[src/rtl/fetch_queue_if.sv]
// -----------------------------------------------------------------------------
// fetch_queue_if
//   Groups the fetch-side, execute-side and decode-side signals of fetch_queue.
//
//   Parameter:
//     DEPTH          queue entries; sets the width of count
//
//   Signals (direction as seen by fetch_queue through modport slave):
//     instr_in       in   32  instruction word presented by fetch this cycle
//     pc4_in         in   32  PC+4 of instr_in
//     branch_taken   in    1  one-cycle redirect request from execute
//     branch_target  in   32  redirect address, valid with branch_taken
//     sel_sto        out   1  fetch PC mux select, 1 = load jump_addr
//     jump_addr      out  32  fetch jump-address input
//     dec_valid      out   1  head entry valid
//     dec_ready      in    1  decode accepts head
//     dec_instr      out  32  head instruction
//     dec_pc4        out  32  head PC+4
//     count          out  log2(DEPTH)+1  occupancy
//
//   Modport master is the environment side (fetch, execute, decode).
// -----------------------------------------------------------------------------
interface fetch_queue_if #(
    parameter int unsigned DEPTH = 4
);
    localparam int unsigned CW = $clog2(DEPTH) + 1;

    logic [31:0]   instr_in;
    logic [31:0]   pc4_in;
    logic          branch_taken;
    logic [31:0]   branch_target;
    logic          sel_sto;
    logic [31:0]   jump_addr;
    logic          dec_valid;
    logic          dec_ready;
    logic [31:0]   dec_instr;
    logic [31:0]   dec_pc4;
    logic [CW-1:0] count;

    modport slave (
        input  instr_in,
        input  pc4_in,
        input  branch_taken,
        input  branch_target,
        input  dec_ready,
        output sel_sto,
        output jump_addr,
        output dec_valid,
        output dec_instr,
        output dec_pc4,
        output count
    );

    modport master (
        output instr_in,
        output pc4_in,
        output branch_taken,
        output branch_target,
        output dec_ready,
        input  sel_sto,
        input  jump_addr,
        input  dec_valid,
        input  dec_instr,
        input  dec_pc4,
        input  count
    );
endinterface

[src/rtl/fetch_queue.sv]
// -----------------------------------------------------------------------------
// fetch_queue
//   Consumer-side partner of a fetch stage that has no stall input. Every cycle
//   fetch presents an instruction word and its PC+4; this block either pushes
//   it into a small FIFO for decode or, when it cannot accept, redirects fetch
//   back to the same address so the word is fetched again (replay). It also
//   loads RESET_VECTOR into fetch after reset and redirects fetch on taken
//   branches, flushing the queue.
//
//   Parameters:
//     DEPTH          FIFO entries, power of two, >= 2
//     RESET_VECTOR   first fetch address after reset
//
//   Ports:
//     clk            rising-edge clock
//     rst_n          asynchronous active-low reset
//     io_fq          fetch_queue_if.slave bundle (fetch, execute, decode sides)
//     o_replay_cnt   saturating count of replay cycles     (FETCHQ_STATS_EN)
//     o_flush_cnt    saturating count of branch flushes    (FETCHQ_STATS_EN)
//
//   Optional feature macro: FETCHQ_STATS_EN adds the two statistics counters
//   and their output ports. Without it the ports and counters are absent.
//
//   Priority in RUN each cycle: branch flush, then replay when full and not
//   popping, otherwise push. sel_sto/jump_addr are combinational because
//   fetch samples them on the same edge.
// -----------------------------------------------------------------------------
module fetch_queue #(
    parameter int unsigned DEPTH        = 4,
    parameter logic [31:0] RESET_VECTOR = 32'h0000_0000
) (
    input  logic           clk,
    input  logic           rst_n,
    fetch_queue_if.slave   io_fq
`ifdef FETCHQ_STATS_EN
    ,
    output logic [15:0]    o_replay_cnt,
    output logic [15:0]    o_flush_cnt
`endif
);

    localparam int unsigned AW = $clog2(DEPTH);
    localparam int unsigned CW = AW + 1;
    localparam logic [CW-1:0] FULL_CNT = CW'(DEPTH);

    typedef enum logic {
        StBoot,
        StRun
    } state_e;

    state_e r_state;
    state_e w_state_next;

    logic [31:0]   r_mem_instr [DEPTH];
    logic [31:0]   r_mem_pc4   [DEPTH];
    logic [AW-1:0] r_wptr;
    logic [AW-1:0] r_rptr;
    logic [CW-1:0] r_count;

    logic          w_dec_valid;
    logic          w_pop;
    logic          w_full;
    logic          w_push;
    logic          w_flush;
    logic          w_replay;
    logic          w_sel_sto;
    logic [31:0]   w_jump_addr;

    assign w_dec_valid = (r_count != '0);
    assign w_pop       = w_dec_valid && io_fq.dec_ready;
    assign w_full      = (r_count == FULL_CNT);

    // -------------------------------------------------------------------------
    // State register
    // -------------------------------------------------------------------------
    always_ff @(posedge clk or negedge rst_n) begin
        if (!rst_n) begin
            r_state <= StBoot;
        end else begin
            r_state <= w_state_next;
        end
    end

    // -------------------------------------------------------------------------
    // Next state and fetch redirect. While reset is held the state sits in
    // StBoot, so fetch keeps loading RESET_VECTOR on every edge.
    // -------------------------------------------------------------------------
    always_comb begin
        w_state_next = r_state;
        w_sel_sto    = 1'b1;
        w_jump_addr  = RESET_VECTOR;
        w_push       = 1'b0;
        w_flush      = 1'b0;
        w_replay     = 1'b0;

        unique case (r_state)
            StBoot: begin
                // Presented word and branch_taken are ignored here.
                w_state_next = StRun;
            end
            StRun: begin
                if (io_fq.branch_taken) begin
                    w_flush     = 1'b1;
                    w_jump_addr = io_fq.branch_target;
                end else if (w_full && !w_pop) begin
                    // No room: point fetch back at the word it just presented.
                    w_replay    = 1'b1;
                    w_jump_addr = io_fq.pc4_in - 32'd4;
                end else begin
                    w_push      = 1'b1;
                    w_sel_sto   = 1'b0;
                    w_jump_addr = io_fq.pc4_in;
                end
            end
            default: begin
                w_state_next = StBoot;
            end
        endcase
    end

    // -------------------------------------------------------------------------
    // FIFO storage and pointers. A pop during a flush still completes the
    // decode handshake; the flush simply discards whatever remains.
    // -------------------------------------------------------------------------
    always_ff @(posedge clk or negedge rst_n) begin
        if (!rst_n) begin
            r_wptr  <= '0;
            r_rptr  <= '0;
            r_count <= '0;
            for (int i = 0; i < int'(DEPTH); i++) begin
                r_mem_instr[i] <= '0;
                r_mem_pc4[i]   <= '0;
            end
        end else if (w_flush) begin
            r_wptr  <= '0;
            r_rptr  <= '0;
            r_count <= '0;
        end else begin
            if (w_push) begin
                r_mem_instr[r_wptr] <= io_fq.instr_in;
                r_mem_pc4[r_wptr]   <= io_fq.pc4_in;
                r_wptr              <= r_wptr + 1'b1;
            end
            if (w_pop) begin
                r_rptr <= r_rptr + 1'b1;
            end
            // Push and pop together (including when full) leave count unchanged.
            r_count <= r_count + CW'(w_push) - CW'(w_pop);
        end
    end

`ifdef FETCHQ_STATS_EN
    // -------------------------------------------------------------------------
    // Statistics, saturating at all-ones.
    // -------------------------------------------------------------------------
    logic [15:0] r_replay_cnt;
    logic [15:0] r_flush_cnt;

    always_ff @(posedge clk or negedge rst_n) begin
        if (!rst_n) begin
            r_replay_cnt <= '0;
            r_flush_cnt  <= '0;
        end else begin
            if (w_replay && (r_replay_cnt != 16'hFFFF)) begin
                r_replay_cnt <= r_replay_cnt + 16'd1;
            end
            if (w_flush && (r_flush_cnt != 16'hFFFF)) begin
                r_flush_cnt <= r_flush_cnt + 16'd1;
            end
        end
    end

    assign o_replay_cnt = r_replay_cnt;
    assign o_flush_cnt  = r_flush_cnt;
`endif

    // -------------------------------------------------------------------------
    // Outputs
    // -------------------------------------------------------------------------
    assign io_fq.sel_sto   = w_sel_sto;
    assign io_fq.jump_addr = w_jump_addr;
    assign io_fq.dec_valid = w_dec_valid;
    assign io_fq.dec_instr = r_mem_instr[r_rptr];
    assign io_fq.dec_pc4   = r_mem_pc4[r_rptr];
    assign io_fq.count     = r_count;

endmodule

[src/flat_wrapper.sv]
// flat-port wrapper written by rule: the top's interface ports become plain ports
module fetch_queue_flat 
#(
    parameter int unsigned DEPTH        = 4,
    parameter logic [31:0] RESET_VECTOR = 32'h0000_0000
)
  (clk, rst_n, io_fq_instr_in, io_fq_pc4_in, io_fq_branch_taken, io_fq_branch_target, io_fq_dec_ready, io_fq_sel_sto, io_fq_jump_addr, io_fq_dec_valid, io_fq_dec_instr, io_fq_dec_pc4, io_fq_count);
  fetch_queue_if #(.DEPTH(DEPTH)) io_fq_i ();
  input  logic clk;
  input  logic rst_n;
  input wire logic [$bits(io_fq_i.instr_in)-1:0] io_fq_instr_in;
  input wire logic [$bits(io_fq_i.pc4_in)-1:0] io_fq_pc4_in;
  input wire logic [$bits(io_fq_i.branch_taken)-1:0] io_fq_branch_taken;
  input wire logic [$bits(io_fq_i.branch_target)-1:0] io_fq_branch_target;
  input wire logic [$bits(io_fq_i.dec_ready)-1:0] io_fq_dec_ready;
  output wire logic [$bits(io_fq_i.sel_sto)-1:0] io_fq_sel_sto;
  output wire logic [$bits(io_fq_i.jump_addr)-1:0] io_fq_jump_addr;
  output wire logic [$bits(io_fq_i.dec_valid)-1:0] io_fq_dec_valid;
  output wire logic [$bits(io_fq_i.dec_instr)-1:0] io_fq_dec_instr;
  output wire logic [$bits(io_fq_i.dec_pc4)-1:0] io_fq_dec_pc4;
  output wire logic [$bits(io_fq_i.count)-1:0] io_fq_count;
  assign io_fq_i.instr_in = io_fq_instr_in;
  assign io_fq_i.pc4_in = io_fq_pc4_in;
  assign io_fq_i.branch_taken = io_fq_branch_taken;
  assign io_fq_i.branch_target = io_fq_branch_target;
  assign io_fq_i.dec_ready = io_fq_dec_ready;
  assign io_fq_sel_sto = io_fq_i.sel_sto;
  assign io_fq_jump_addr = io_fq_i.jump_addr;
  assign io_fq_dec_valid = io_fq_i.dec_valid;
  assign io_fq_dec_instr = io_fq_i.dec_instr;
  assign io_fq_dec_pc4 = io_fq_i.dec_pc4;
  assign io_fq_count = io_fq_i.count;
  fetch_queue #(.DEPTH(DEPTH), .RESET_VECTOR(RESET_VECTOR)) u_core (.clk(clk), .rst_n(rst_n), .io_fq(io_fq_i));
endmodule
[config.mk]
export PLATFORM = sky130hd
export DESIGN_NAME = fetch_queue_flat
export DESIGN_NICKNAME = d
export VERILOG_FILES = /design/src/rtl/fetch_queue_if.sv /design/src/rtl/fetch_queue.sv /design/src/flat_wrapper.sv
export SDC_FILE = /design/constraint.sdc
export NUM_CORES = 1
export LEC_CHECK = 0
export BUFFER_PORTS_ARGS = -buffer_cell sky130_fd_sc_hd__clkbuf_2
export CELL_PAD_IN_SITES_DETAIL_PLACEMENT = 0
export CELL_PAD_IN_SITES_GLOBAL_PLACEMENT = 1
export CORE_UTILIZATION = 30
export DETAILED_ROUTE_END_ITERATION = 7
export GPL_TIMING_DRIVEN = 0
export PLACE_DENSITY = 0.56
export SLEW_MARGIN = 5
export SYNTH_ARGS = -nofsm -noshare
export SYNTH_HDL_FRONTEND = slang
export SYNTH_SLANG_ARGS = --single-unit
[constraint.sdc]
create_clock -name clk -period 7.2 [get_ports clk]
set_input_delay 0.36 -clock clk [delete_from_list [all_inputs] [get_ports clk]]
set_output_delay 0.36 -clock clk [all_outputs]
set_load 0.01 [all_outputs]
==> run metrics, run 1 <==
Worst-path clk slew=roughly 0.060 ns; # fillers=between 4,000 and 5,000; antenna violations before repair=1; fin. max-slew vios=0; Wirelength per Cell=about 21 µm; Synth Net Count=between 900 and 1,000; Routed Wire Length=35,090 µm; number of stages on the worst setup path=6; Seq/Total Area, Yosys=about 52%; core area=41,200 µm²; outcome=complete, no violations; Layout Nets=1,202; CP arrival=~3.4 ns; Post-Synth XOR/XNOR Area=about 1.7%; FF+latch area=roughly 6600 µm²; layout cells sized above 1=around 55%; Cell Pwr Density=between 400 and 500 nW/µm²; Post-Route M1 WL=between 15,000 and 20,000 µm; Setup WS pre-CTS=just under 4 ns; met3 wire length=around 1300 µm; global-route usage over all layers=16.51%; Worst Setup Start Kind=flip-flop; hold path depth=2; Area growth syn-to-layout=21.61%; hpwl dp=24,690 µm; fraction of registers with async set/reset=between 90% and 100%; Buffers on Ports=between 150 and 200; 1st-iter DRT viols=between 200 and 300; area occupied by multi-input gates=between 5000 and 6000 µm²; DR DRC count=0; Seq pwr share=between 30% and 40%; top-area cell type share of the netlist area=between 50% and 60%; DRT Pass-1 Iters=7; min Tclk post-route=between 3 and 4 ns; initial core utilization=between 30 and 40%; synthesized instance count=865; Vias/cell=between 4 and 5; NetSw=~2 mW; Max stage delay on crit path=~0.66 ns; Clock Tree Buf Depth=3; multiplexer area fraction after synthesis=approximately 34%; I/O pin cnt=between 200 and 250; Max Clk Rate=roughly 270 MHz; leading area contributor after synthesis=dfrtp_1; CP max stage cell=or4b_4; main combinational cell family by area after synthesis=multiplexers; Compound-Gate Fraction of Synth Area=around 3.3%; final core occ=between 30% and 40%; #FFs+latches synth=about 260; VDD IR max=~0.00016 V; RePlAce Congestion=about 0.76; Setup WS post-layout=3.444 ns; Clock Sink Count=between 200 and 300; number of max-cap violations=0; Mapped Area=12,660 µm²; syn_area_per_cell=approximately 15 µm²; critical path fanouts, max=7; WP buf/inv=1; Overflow after GRT=0; Clk pwr share=between 20% and 30%; synth unique cells=58; Worst Tran Pin Value=approximately 1 ns; Leakage=6.798 nW; Rows=74; Critical Path RT=approximately 6.8 ns; critical path, cell by cell=or4b_4, nor3_4, nand4_2, or4_1, a31oi_1, clkbuf_2; TritonCTS clock tree=done; die width=around 210 µm; Crit. End Element=output pin; Root Driver=clkbuf_16; EDFF count, synth=0; H-tree depth=2; Post-Synth Adder-Cell Area=less than 1%; main area contributors after synthesis=dfrtp_1 52%, mux2_2 22%, mux4_2 11%; DR WL met2=approximately 17,000 µm; clock skew=between 0.02 and 0.03 ns; Post-CTS Setup Inserts=0; Worst R2R Path Depth=7; largest net degree at the start of global routing=98; Synth Flop Type=dfrtp_1; Top Layer Used=met5; RSZ-0062 raised after global routing=false; post_cts resized=0; first-pass GRT wire length=53,870 µm; Num CTS Buffers=34; Int Pwr=approximately 4.6 mW; vias in the first global route=around 8,600; critical path class=flip-flop to output pin; final setup vio count=0; DIE AREA=~43,000 µm²; Top Family by Delay on Critical Path=simple AND/OR/NAND/NOR gates; routed via count=~8,100; Die Ht=207.4 µm; YS warnings=0; diode count=0; Final period util=between 50% and 60%; Slew HR=a little over a third; worst-skew pair later-pin latency=about 0.53 ns; simple-gate portion of the synthesized area=about 5%; DRT antenna net count=0; Comb power frac=roughly 36%; HP Class=input pin to flip-flop; final hold violations=0; Net Sw Frac=between 30% and 40%
==> layer usage <==
metal,track usage (%),vias up
li1,-,3653
met1,22.16,4302
met2,26.89,138
met3,3.162,42
met4,5.198,2
met5,0,-
==> Yosys cell counts, drive strengths merged (9+ instances only) <==
master,number
dfrtp,264
mux2,249
mux4,64
buf,45
o21ai,35
nand2,26
clkbuf,22
a21oi,20
xnor2,16
nor3,12
nor2,11
inv,10
or4,9
==> cell usage in the layout, fill, tap and decap left out, types with 9 or more instances in the layout <==
cell type  instances
o21ai_0           35
nor3_1             9
clkbuf_1          23
a21oi_1           20
nand2_1           26
buf_1              9
clkbuf_2         190
mux2_2           249
dfrtp_1          264
buf_2             19
mux4_2            64
xnor2_1           16
buf_4             15
clkbuf_16         35
nor2_1            11
inv_1             10
==> power groups by stage <==
| stage | clock, mW | combinational (mW) | sequential (mW) |
|---|---|---|---|
| floorplan | 0 | 1.69 | 2.46 |
| global placement | 0 | 2.41 | 2.57 |
| detailed placement | 0 | 2.45 | 2.58 |
| CTS | 1.68 | 2.46 | 2.56 |
| global route | 1.74 | 2.59 | 2.66 |
| finish | 1.62 | 2.39 | 2.56 |
==> through the flow <==
step	std cells	hold WS (ns)	power, mW	TNS (ns)	instance area, µm²
final	1642	0.1151	6.576	0	15400
after global routing	1642	0.1001	6.987	0	15400
after CTS	1642	0.08257	6.696	0	15400
after detailed placement	1589	0.4396	5.033	0	14340
after global placement	1587	0.4649	4.976	-47.32	14280
after floorplan	865	0.06441	4.144	0	12660
==> path summary, 6_finish.rpt <==
| path | start | endpoint | slack, ns |
|---|---|---|---|
| setup / recovery | u_core.io_fq.count[1]$_DFF_PN0_ | io_fq_jump_addr[29] | 3.44 |
| max in group asynchronous | rst_n | u_core.r_mem_pc4[80]$_DFFE_PN0P_ | 5.40 |
| hold reg to reg | u_core.r_mem_pc4[66]$_DFFE_PN0P_ | u_core.r_mem_pc4[66]$_DFFE_PN0P_ | 0.49 |
| hold / removal | io_fq_instr_in[9] | u_core.r_mem_instr[105]$_DFFE_PN0P_ | 0.12 |
| setup reg to reg | u_core.io_fq.count[1]$_DFF_PN0_ | u_core.r_mem_pc4[123]$_DFFE_PN0P_ | 4.29 |
| min in group asynchronous | rst_n | u_core.r_mem_pc4[11]$_DFFE_PN0P_ | 0.42 |
==> cell families after synthesis <==
logic type	count (synthesis)
muxes	316
DFF	264
AOI/OAI and AO/OA	72
xor gates and xnor gates	24
and+or+nand+nor	101
adders and majority gates	8
other	1
buffers and inverters	79
==> repair_timing <==
item / CTS / global route
hold endpoints to repair: 73 / 0
setup endpoints to repair: 0 / 0
hold buffers: 1 / 0
==> flip-flops by register name, summed over array words and instances (netlist names) <==
register,cells
u_core.r_state,1
u_core.r_mem_pc4,128
u_core.r_wptr,2
u_core.r_mem_instr,128
u_core.io_fq.count,3
u_core.r_rptr,2
==> area by class of cell <==
| cell class | instances | area share, % |
|---|---|---|
| flip-flops and latches | 264 | 42.91 |
| multi-input cells | 522 | 36.61 |
| repair buffers | 193 | 6.656 |
| clock buffers | 42 | 6.119 |
| well taps | 532 | 4.323 |
| plain buffers | 69 | 2.462 |
| clock inverters | 10 | 0.6745 |
| inverters | 10 | 0.2438 |
==> worst register-to-register path, stage by stage (launching register included) <==
cell and delay, ns:
dfrtp_1 0.51, or4b_4 0.66, and2_1 0.17, clkbuf_1 0.17
nand2_1 0.18, buf_2 0.36, buf_2 0.38, mux2_2 0.38
No activity file was read; power rests on OpenSTA's default activity.
==> run 2: changes to the inputs <==
==> constraint.sdc (replaced) <==
create_clock -name clk -period 3.7 [get_ports clk]
set_input_delay 0.185 -clock clk [delete_from_list [all_inputs] [get_ports clk]]
set_output_delay 0.185 -clock clk [all_outputs]
set_load 0.01 [all_outputs]
==> run 2 against run 1 <==
  * Routed wire length rose by 0.67%
  * Sequential share of layout area fell by 1.2 points
  * Highest routed layer is now met4
  * Largest cell class unchanged
  * Clock power rose by 94%
  * Sequential power rose by 95%
  * Combinational power rose by 96%
  * First-iteration DRC count rose by 16%
==> run metrics, run 2 (synthesis gave the netlist of run 1 again) <==
critical path class=flip-flop to output pin; global-route usage over all layers=16.59%; die width=between 200 and 250 µm; Routed Wire Length=between 30,000 and 40,000 µm; hpwl dp=between 20,000 and 25,000 µm; FF+latch area=roughly 6600 µm²; RePlAce Congestion=between 0.7 and 0.8; Num CTS Buffers=34; outcome=complete, no violations; I/O pin cnt=about 200; Worst Tran Pin Value=between 0.9 and 1 ns; worst-skew pair later-pin latency=approximately 0.52 ns; Overflow after GRT=0; Layout Nets=1,245; 1st-iter DRT viols=~330; most common cell after layout, fill and taps aside=dfrtp_1; Leakage=6.981 nW; Net Sw Frac=between 30% and 40%; Placed Instances=1,589; most frequent cells in the layout=264 x dfrtp_1, 249 x mux2_2, 190 x clkbuf_2, 64 x mux4_2, 42 x dlygate4sd3_1; Buffers on Ports=190; Die Ht=207.4 µm; RSZ-0062 raised after global routing=false; TritonCTS clock tree=done; Int Pwr=between 8 and 9 mW; final hold violations=0; Max Clk Rate=roughly 290 MHz; Seq pwr share=between 30% and 40%; DRT Pass-1 Iters=6; Worst-path clk slew=0.06 ns; largest net degree at the start of global routing=98; worst reg2reg startpoint=u_core.io_fq.count[1]$_DFF_PN0_; diode count=0; area occupied by multi-input gates=about 5600 µm²; hold path depth=2; layout cells sized above 1=between 50% and 60%; H-tree depth=2; WHS=between 0.04 and 0.05 ns; Setup WS pre-CTS=0.6542 ns; DRT antenna net count=0; Max stage delay on crit path=between 0.6 and 0.7 ns; R2R Path End=u_core.r_mem_pc4[123]$_DFFE_PN0P_; total power=between 10 and 15 mW; critical path fanouts, max=6; clock skew=about 0.023 ns; Slew HR=approximately 34%; # fillers=approximately 4,000; Setup WS post-layout=0.3062 ns; critical path, cell by cell=or4b_4, nor3_4, nand4_2, or4_1, a31oi_1, clkbuf_2; final setup vio count=0; Root Driver=clkbuf_16; min Tclk post-route=about 3.4 ns; fin. max-slew vios=0; WHS Endpoint=u_core.r_mem_pc4[45]$_DFFE_PN0P_; Crit. End Element=output pin; core area=roughly 41,000 µm²; antenna violations before repair=0; CP max stage cell=or4b_4; DIE AREA=around 43,000 µm²; reg2reg setup slack=roughly 0.78 ns; Critical Path RT=around 3.5 ns; Worst R2R Path Depth=7; Clock Tree Buf Depth=3; NetSw=3.948 mW; HP Class=input pin to flip-flop; routed via count=8,282; Wirelength per Cell=roughly 21 µm; DR DRC count=0; Cell Pwr Density=811.1 nW/µm²; Worst Setup Start Kind=flip-flop; vias in the first global route=roughly 8,700; Vias/cell=~4.9; CP arrival=about 3.2 ns; first-pass GRT wire length=54,360 µm; initial core utilization=30.73%; hold path startpoint=io_fq_pc4_in[13]; VDD IR max=0.0002902 V; Comb power frac=36.6%; Non-Filler Instances=between 1,500 and 2,000; Area growth syn-to-layout=24.98%; Clk pwr share=about a quarter; Rows=74; number of max-cap violations=0; Clock Sink Count=between 200 and 300; Final period util=91.72%
==> run 2: cell count changes in the layout (fill, tap and decap cells not counted) <==
cell | previous run | this run
buf_4 | 15 | 17
dlygate4sd3_1 | 1 | 42
==> run 2: stage by stage <==
step / TNS, ns / util, % / cell area [µm²]
floorplan: 0 / - / 12660
global placement: -925.12 / 34.65 / 14280
detailed placement: 0 / 34.80 / 14340
CTS: 0 / 38.36 / 15810
global route: 0 / 38.40 / 15820
finish: 0 / 38.40 / 15820
==> run 2: final cells by class <==
class	instances	share of cell area (%)
Sequential cell	264	41.76
Multi-Input combinational cell	522	35.63
Clock buffer	42	5.955
Buffer	69	2.396
Timing Repair Buffer	236	9.166
Tap cell	532	4.207
Inverter	10	0.2372
Clock inverter	10	0.6564
==> run 2: critical path, delay by kind of cell (launching register included) <==
kind / cells / cell delay (ns)
buf+inv: 1 / 0.20
flops: 1 / 0.51
compound gates: 1 / 0.33
simple gates: 4 / 1.66
==> run 2: how the worst max path moves through the flow <==
stage	from	endpoint	slack, ns	cells after the start
2_1_floorplan	u_core.io_fq.count[1]$_DFF_PN0_	io_fq_jump_addr[22]	1.22	4
3_3_place_gp	rst_n	u_core.r_mem_instr[70]$_DFFE_PN0P_	-3.54	1
3_5_place_dp	u_core.io_fq.count[1]$_DFF_PN0_	io_fq_jump_addr[29]	0.65	6
4_1_cts	u_core.io_fq.count[1]$_DFF_PN0_	io_fq_jump_addr[29]	0.08	6
5_1_grt	u_core.io_fq.count[1]$_DFF_PN0_	io_fq_jump_addr[29]	0.15	6
6_report	u_core.io_fq.count[1]$_DFF_PN0_	io_fq_jump_addr[29]	0.31	6
==> run 2: repair_timing <==
item,4_1_cts,5_1_grt
setup buffers,0,2
endpoints found under the hold margin,237,0
resized for setup,0,0
endpoints found under the setup margin,0,1
hold buffers,42,0
==> run 2: metal layers <==
layer  track usage, %  wire, µm  up-vias
met3            2.965      1356       42
met2            27.03     17000      142
met1            22.35     16170     4358
met4            5.378       803        0
li1                 -         -     3740
met5                0         0        -
==> run 2: power groups by stage <==
stage | clock network [mW] | registers [mW] | logic (mW)
global route | 3.38 | 5.17 | 5.08
detailed placement | 0 | 5.02 | 4.77
floorplan | 0 | 4.78 | 3.29
global placement | 0 | 4.99 | 4.69
CTS | 3.27 | 4.98 | 4.82
finish | 3.15 | 4.99 | 4.69
